`src/rtl/upd_1771c.sv`:
```
// upd_1771c: uPD1771C-style sound generator, byte-packet host interface with DSB handshake and square-wave tone output.
module upd_1771c #(
  parameter int PRESCALE  = 32,
  parameter int DSB_DELAY = 16
) (
  input  logic       CLK,
  input  logic       RES,
  input  logic       CH1,
  input  logic       CH2,
  input  logic [7:0] PA_I,
  output logic [7:0] PA_O,
  output logic [7:0] PA_OE,
  input  logic [7:0] PB_I,
  output logic [7:0] PB_O,
  output logic [7:0] PB_OE,
  output logic [7:0] SOUND
);
  localparam int PW = $clog2(PRESCALE);
  localparam int DW = $clog2(DSB_DELAY + 1);
  typedef enum logic [1:0] {IDLE, TONE1, TONE2, TONE3} state_t;
  state_t state_q, state_d;
  logic s1_q, s2_q, prev_q, acc, commit, pwrap;
  logic [DW-1:0] dly_q, dly_d;
  logic dsb_q, dsb_d;
  logic pen_q, pen_d, en_q, en_d, phase_q, phase_d;
  logic [7:0] pper_q, pper_d, per_q, per_d, cnt_q, cnt_d, sound_q, sound_d;
  logic [4:0] vol_q, vol_d;
  logic [PW-1:0] pre_q, pre_d;
  logic unused_straps;
  assign unused_straps = ^{CH1, CH2, PB_I[5:0]};
  always_comb begin
    acc = s2_q & ~prev_q;
    state_d = state_q;
    pen_d = pen_q;
    pper_d = pper_q;
    en_d = en_q;
    per_d = per_q;
    vol_d = vol_q;
    commit = 1'b0;
    if (acc)
      case (state_q)
        IDLE: begin
          state_d = PA_I == 8'h02 ? TONE1 : IDLE;
          en_d = PA_I == 8'h00 ? 1'b0 : en_q;
        end
        TONE1: begin
          pen_d = PA_I[7];
          state_d = TONE2;
        end
        TONE2: begin
          pper_d = PA_I;
          state_d = TONE3;
        end
        default: begin
          en_d = pen_q;
          per_d = pper_q;
          vol_d = PA_I[4:0];
          commit = 1'b1;
          state_d = IDLE;
        end
      endcase
    // DSB only rises while a packet is still waiting for bytes
    dly_d = s2_q ? '0 : (dly_q == DW'(DSB_DELAY) ? dly_q : dly_q + 1'b1);
    dsb_d = acc ? 1'b0 : dsb_q | (state_q != IDLE && dly_d == DW'(DSB_DELAY));
    pwrap = pre_q == PW'(PRESCALE - 1);
    pre_d = commit ? '0 : en_q ? (pwrap ? '0 : pre_q + 1'b1) : pre_q;
    cnt_d = commit ? '0 : (en_q && pwrap) ? (cnt_q == per_q ? 8'h00 : cnt_q + 8'h01) : cnt_q;
    phase_d = commit ? 1'b1 : (en_q && pwrap && cnt_q == per_q) ? ~phase_q : phase_q;
    sound_d = (!en_q || vol_q == 5'd0) ? 8'h80 :
              phase_q ? 8'h80 + {1'b0, vol_q, 2'b00} : 8'h80 - {1'b0, vol_q, 2'b00};
  end
  always_ff @(posedge CLK) begin
    if (RES) begin
      s1_q <= 1'b0;
      s2_q <= 1'b0;
      prev_q <= 1'b0;
      state_q <= IDLE;
      dly_q <= '0;
      dsb_q <= 1'b0;
      pen_q <= 1'b0;
      pper_q <= 8'h00;
      en_q <= 1'b0;
      per_q <= 8'h00;
      vol_q <= 5'd0;
      pre_q <= '0;
      cnt_q <= 8'h00;
      phase_q <= 1'b0;
      sound_q <= 8'h80;
    end else begin
      s1_q <= ~PB_I[7] & ~PB_I[6];
      s2_q <= s1_q;
      prev_q <= s2_q;
      state_q <= state_d;
      dly_q <= dly_d;
      dsb_q <= dsb_d;
      pen_q <= pen_d;
      pper_q <= pper_d;
      en_q <= en_d;
      per_q <= per_d;
      vol_q <= vol_d;
      pre_q <= pre_d;
      cnt_q <= cnt_d;
      phase_q <= phase_d;
      sound_q <= sound_d;
    end
  end
  assign PA_O = 8'h00;
  assign PA_OE = 8'h00;
  assign PB_O = {7'b0, dsb_q};
  assign PB_OE = 8'h01;
  assign SOUND = sound_q;
endmodule

```
`config.mk`:
```
export PLATFORM = sky130hd
export DESIGN_NAME = upd_1771c
export DESIGN_NICKNAME = d
export VERILOG_FILES = /design/src/rtl/upd_1771c.sv
export SDC_FILE = /design/constraint.sdc
export NUM_CORES = 1
export LEC_CHECK = 0
export CORE_MARGIN = 1.5
export CORE_UTILIZATION = 35
export CTS_CLUSTER_DIAMETER = 50
export DETAILED_ROUTE_END_ITERATION = 12
export PLACE_DENSITY = 0.69
export SLEW_MARGIN = 20
export SYNTH_ARGS = -nofsm -noshare
export SYNTH_HDL_FRONTEND = slang
export SYNTH_SLANG_ARGS = --single-unit
```
`constraint.sdc`:
```
create_clock -name CLK -period 2.2 [get_ports CLK]
set_input_delay 0.22 -clock CLK [delete_from_list [all_inputs] [get_ports CLK]]
set_output_delay 0.22 -clock CLK [all_outputs]
set_load 0.01 [all_outputs]
```
==> results_dict.tcl, run 1 <==
set metrics [dict create \
    routed_wirelength_um 4492 \
    globalRoute.totalOverflow 0 \
    fin_nets 358 \
    ant_nets 0 \
    status "completed" \
    die_h_um 89.58 \
    critPathLaunchType "flip-flop" \
    crit_slowest_cell "or4_1" \
    fp.dieW_um 89.58 \
    finalSetupViolCount 0 \
    routedWlPerCell_um 10.52 \
    rsz0062_at_grt "no" \
    ios 60 \
    max_freq_mhz 525.5 \
    min_period_ps 1903 \
    final-hold-violation-count 0 \
    routabilityCongestion 0.8056 \
    cts_inserted_buffers 5 \
    portBuffers 18 \
    synth-edff-count 0 \
    synth_seq_area_share 0.4120 \
    insertion_delay_ps 310 \
    area_delta_synth_final_pct 10.78 \
    rows 31 \
    worstPathArrival_ps 2140 \
    reg2reg_depth 6 \
    whs_path_depth 2 \
    core-area_um2 7253 \
    antenna_found_initial 0 \
    grt_pass1_wl_um 7914 \
    cts-root-buf "clkbuf_8" \
    place_hpwl_um 3264 \
    p_per_area_nw_per_um2 665.0 \
    viasPerCell 4.578 \
    hp-class "input pin to flip-flop" \
    drv_cap 0 \
    drt_iter0_drc 72 \
    cts_setup_buffers 0 \
    clockBufferDepth 2 \
    ys_seq_elements 54 \
    crit_top_cell "ha_1" \
    syn_inst 315 \
    clkTransAtPathRegs_ps 90 \
    htreeDepth 2 \
    initial_core_util 0.3617 \
    cts_tree "built" \
    postSynthAreaPerCell_um2 8.329 \
    required_ps 2440 \
    setup_tns_ps 0 \
    path_class "flip-flop to flip-flop" \
    vias 1955 \
    grtUsageTotal 0.1245 \
    dr.pass1.iters 4 \
    final-max-slew-violation-count 0 \
    cp_slowest_stage_delay_ps 530 \
    grt_pass1_vias 1766 \
    leakagePower_nw 1.038 \
    clock_sinks 54 \
    cts-resized-gates 0 \
    num_antenna_cells 0 \
    finClkSkew_ps 3.370 \
    synthFlopType "dfxtp_1" \
    dieArea_um2 8025 \
    synth-async-reset-ratio 0 \
    critical_path_peak_fanout 6 \
    fin_crit_sh 0.8651 \
    yosysUniqueCellTypes 38 \
    grt_max_degree 22 \
    drive_gt1_frac 0.05183 \
    syn_area_um2 2624 \
    path_cells "ha_1 > and3_1 > ha_1 > nand2_1 > or4_1 > a31oi_1" \
    fin_hold_ws_ps 435.3 \
    route.detailed.drc 0 \
    yosys_warnings 0 \
    crit_path_end_kind "flip-flop" \
    hold_buffers 0 \
    ir_drop_mv 0.4506 \
]
==> sequential cells by signal (all words and copies together) (netlist names) <==
name / count
pen_q: 1
dsb_q: 1
vol_q: 5
phase_q: 1
SOUND: 6
s1_q: 1
pper_q: 8
dly_q: 5
pre_q: 5
per_q: 8
s2_q: 1
state_q: 2
cnt_q: 8
en_q: 1
prev_q: 1
==> per-layer routing <==
metal	vias to the layer above	share of wire	GRT usage
met5	-	0	0
met4	0	0.017	0.04755
met3	7	0.029	0.02468
met2	41	0.47	0.2090
met1	901	0.49	0.1577
li1	1006	-	-
==> critical path: cells and delay by family (launching register included) <==
family | cells | cell delay (ps)
fa+ha+maj | 2 | 450
flops | 1 | 390
compound gates | 1 | 160
simple gates | 3 | 830
==> final cells by class <==
cell class / count / area [um^2]
Clock buffer: 6 / 82.58
Clock inverter: 2 / 60.06
Fill cell: 756 / 4347
Inverter: 11 / 41.29
Multi-Input combinational cell: 231 / 1292
Sequential cell: 54 / 1081
Tap cell: 99 / 123.9
Timing Repair Buffer: 24 / 225.2
==> cell usage after synthesis (all sizes together) (3+ instances only) <==
master,n,area share
o21ai,4,0.0076
inv,11,0.016
dfxtp,54,0.41
nor2b,3,0.0072
nand3,13,0.025
mux2i,5,0.019
buf,39,0.11
nand2,46,0.066
xor2,5,0.017
a21oi,32,0.061
nor2,21,0.030
nand4,5,0.012
ha,11,0.052
xnor2,16,0.053
clkbuf,11,0.016
nor3,12,0.023
or3,3,0.0072
==> cells by family after synthesis <==
family | Yosys count | synth area share
AOI/OAI and AO/OA | 46 | 0.09967
muxes | 5 | 0.01908
buffers and inverters | 61 | 0.1397
xor gates and xnor gates | 21 | 0.07010
DFF | 54 | 0.4120
adders and majority gates | 11 | 0.05246
and+or+nand+nor | 115 | 0.2041
other | 2 | 0.002862
==> per-stage QoR <==
stage / power (W) / instances / worst slack [ps] / area (um^2) / util
after floorplan: 0.001146 / 346 / 452.2 / 2740 / -
after global placement: 0.001142 / 419 / 374.2 / 2764 / 0.3811
after detailed placement: 0.001145 / 419 / 332.4 / 2764 / 0.3811
after CTS: 0.001949 / 427 / 307.2 / 2907 / 0.4007
after global routing: 0.002014 / 427 / 159.7 / 2907 / 0.4007
final: 0.001933 / 427 / 296.9 / 2907 / 0.4007
==> report_power, final <==
| group | switching (W) | internal, W | leakage (nW) |
|---|---|---|---|
| Combinational | 0.0000738 | 0.0000467 | 0.531 |
| Sequential | 0.0000152 | 0.000987 | 0.436 |
| Clock | 0.000325 | 0.000485 | 0.0714 |
| Total | 0.000414 | 0.00152 | 1.04 |
==> final timing paths <==
check,start,to,slack [ps]
worst max register to register,pre_q[0]$_SDFFE_PP0P_,phase_q$_SDFFE_PP0P_,300
worst max-delay path,pre_q[0]$_SDFFE_PP0P_,phase_q$_SDFFE_PP0P_,300
worst min-delay path,PB_I[7],s1_q$_SDFF_PP0_,440
worst min register to register,s1_q$_SDFF_PP0_,s2_q$_SDFF_PP0_,440
==> cell usage in the layout, fill, tap and decap left out, types with 2 or more instances in the layout <==
master,n
dfxtp_1,54
nand2_1,46
conb_1,33
a21oi_1,32
nor2_1,21
clkdlybuf4s50_1,18
xnor2_1,16
nand3_1,13
nor3_1,12
inv_1,11
ha_1,11
clkbuf_8,6
buf_4,6
xor2_1,5
nand4_1,5
mux2i_1,5
o21ai_0,4
nor2b_1,3
or3_1,3
nor3b_1,2
nor4_1,2
o31ai_1,2
o211ai_1,2
bufinv_16,2
No activity file was read; power rests on OpenSTA's default activity.
==> inputs of run 2 (changes only) <==
--- a/config.mk
+++ b/config.mk
@@ -8,6 +8,7 @@
 export CORE_MARGIN = 1.5
 export CORE_UTILIZATION = 35
 export CTS_CLUSTER_DIAMETER = 50
+export CTS_CLUSTER_SIZE = 30
 export DETAILED_ROUTE_END_ITERATION = 12
 export PLACE_DENSITY = 0.69
 export SLEW_MARGIN = 20
==> results of run 2 <==
Final layout, timing and power as in run 1 (identical DEF).
==> inputs of run 3 (changes only) <==
--- a/config.mk
+++ b/config.mk
@@ -5,12 +5,14 @@
 export SDC_FILE = /design/constraint.sdc
 export NUM_CORES = 1
 export LEC_CHECK = 0
+export CELL_PAD_IN_SITES_DETAIL_PLACEMENT = 2
+export CELL_PAD_IN_SITES_GLOBAL_PLACEMENT = 2
 export CORE_MARGIN = 1.5
-export CORE_UTILIZATION = 35
+export CORE_UTILIZATION = 29
 export CTS_CLUSTER_DIAMETER = 50
 export CTS_CLUSTER_SIZE = 30
 export DETAILED_ROUTE_END_ITERATION = 12
-export PLACE_DENSITY = 0.69
+export PLACE_DENSITY = 0.89
 export SLEW_MARGIN = 20
 export SYNTH_ARGS = -nofsm -noshare
 export SYNTH_HDL_FRONTEND = slang
==> results_dict.tcl, run 3 (synthesis gave the netlist of run 1 again) <==
set metrics [dict create \
    status "completed" \
    setup_ws_ps 250.5 \
    drt_iter0_drc 42 \
    final-max-slew-violation-count 0 \
    ff2ff_setup_slack_ps 250 \
    p_per_area_nw_per_um2 609.4 \
    grtUsageTotal 0.1399 \
    crit_slowest_cell "or4_1" \
    drive_gt1_frac 0.05183 \
    critPathLaunchType "flip-flop" \
    portBuffers 18 \
    timing.rr.end "phase_q$_SDFFE_PP0P_" \
    rows 34 \
    dieArea_um2 9628 \
    insertion_delay_ps 320 \
    fp.dieW_um 98.12 \
    cp_slowest_stage_delay_ps 520 \
    dpl_cell_area_um2 2788 \
    fin_nets 358 \
    htreeDepth 2 \
    num_antenna_cells 0 \
    multi_input_area_um2 1292 \
    max_freq_mhz 513.0 \
    finClkSkew_ps 14.43 \
    dr.pass1.iters 4 \
    initial_core_util 0.2994 \
    cts-root-buf "clkbuf_8" \
    largestRegisters "cnt_q x8, per_q x8, pper_q x8" \
    relSlewSlack 0.6139 \
    final_cell_mix "dfxtp_1, nand2_1, conb_1" \
    cts_tree "built" \
    grt_max_degree 38 \
    vias 2081 \
    reg2reg_depth 6 \
    cts-resized-gates 0 \
    hold_buffers 0 \
    finalSetupViolCount 0 \
    regArea_um2 1081 \
    setup_tns_ps 0 \
    clock_sinks 54 \
    whs_path_depth 2 \
    globalRoute.totalOverflow 0 \
    grt_pass1_vias 2225 \
    hp-class "input pin to flip-flop" \
    rr_startpoint "pre_q[0]$_SDFFE_PP0P_" \
    tightestPinTransition_ps 579.2 \
    routed_wirelength_um 6433 \
    routabilityCongestion 0.7517 \
    worstHoldEndpoint "s1_q$_SDFF_PP0_" \
    grt_pass1_wl_um 10860 \
    ios 60 \
    crit_top_cell "ha_1" \
    place_hpwl_um 4818 \
    leakagePower_nw 1.026 \
    antenna_found_initial 0 \
    drv_cap 0 \
    cts_setup_buffers 0 \
    route.detailed.drc 0 \
    cts_inserted_buffers 5 \
    layout_commonest_cell "dfxtp_1" \
    fin_crit_sh 0.8861 \
    fill_cells 1017 \
    clkTransAtPathRegs_ps 110 \
    die_h_um 98.12 \
    rsz0062_at_grt "no" \
    core-area_um2 8763 \
    ant_nets 0 \
    fin_area_um2 2893 \
    area_delta_synth_final_pct 10.25 \
    crit_path_end_kind "flip-flop" \
    clockBufferDepth 2 \
    dp_slack_ps 281.7 \
    hp-start "PB_I[6]" \
    path_class "flip-flop to flip-flop" \
    fin_util 0.3301 \
    min_period_ps 1950 \
    path_cells "ha_1 > and3_1 > ha_1 > nand2_1 > or4_1 > a31oi_1" \
    fin_hold_ws_ps 430.1 \
    critical_path_peak_fanout 6 \
    final-hold-violation-count 0 \
    routedWlPerCell_um 14.75 \
    required_ps 2430 \
    viasPerCell 4.773 \
    crit_buf_inv 0 \
    worstPathArrival_ps 2180 \
    ir_drop_mv 0.2470 \
    cp_top_family "simple AND/OR/NAND/NOR gates" \
]
## run 3: cell count changes in the layout (fill, tap and decap cells not counted)
cell	previous run	this run
bufinv_16	2	0
buf_12	0	1
clkinv_4	0	1
buf_4	6	5
clkbuf_8	6	7
## run 3: area by class of cell
type | count | share of cell area
multi-input combinational | 231 | 0.4468
clock inverter | 1 | 0.003028
timing repair buffer | 24 | 0.08218
tap | 108 | 0.04671
sequential | 54 | 0.3737
clock buffer | 7 | 0.03330
inverter | 11 | 0.01427
## run 3: worst max path at each step
stage	start	endpoint	cells past startpoint
final	pre_q[0]$_SDFFE_PP0P_	phase_q$_SDFFE_PP0P_	6
after global routing	pre_q[0]$_SDFFE_PP0P_	phase_q$_SDFFE_PP0P_	6
after CTS	pre_q[0]$_SDFFE_PP0P_	phase_q$_SDFFE_PP0P_	6
after detailed placement	pre_q[0]$_SDFFE_PP0P_	phase_q$_SDFFE_PP0P_	6
after global placement	pre_q[0]$_SDFFE_PP0P_	phase_q$_SDFFE_PP0P_	6
after floorplan	pre_q[0]$_SDFFE_PP0P_	cnt_q[0]$_SDFFE_PP0P_	6
## run 3: power by group
part           switching [W]  leakage, nW  total (W)  internal (W)
registers          0.0000119        0.436   0.000999      0.000988
clock network       0.000339       0.0544   0.000628      0.000289
logic              0.0000844        0.536   0.000135     0.0000508
total               0.000435         1.03    0.00176       0.00133
## run 3: per-stage QoR
step,power [W],std cells
finish,0.001763,436
global route,0.001844,436
CTS,0.001786,436
detailed placement,0.001155,428
global placement,0.001149,428
floorplan,0.001146,346
## run 3: per-layer routing
| metal | share of wire | global-route usage |
|---|---|---|
| met3 | 0.030 | 0.02362 |
| met4 | 0.012 | 0.04286 |
| met2 | 0.54 | 0.2658 |
| met5 | 0 | 0 |
| met1 | 0.42 | 0.1578 |
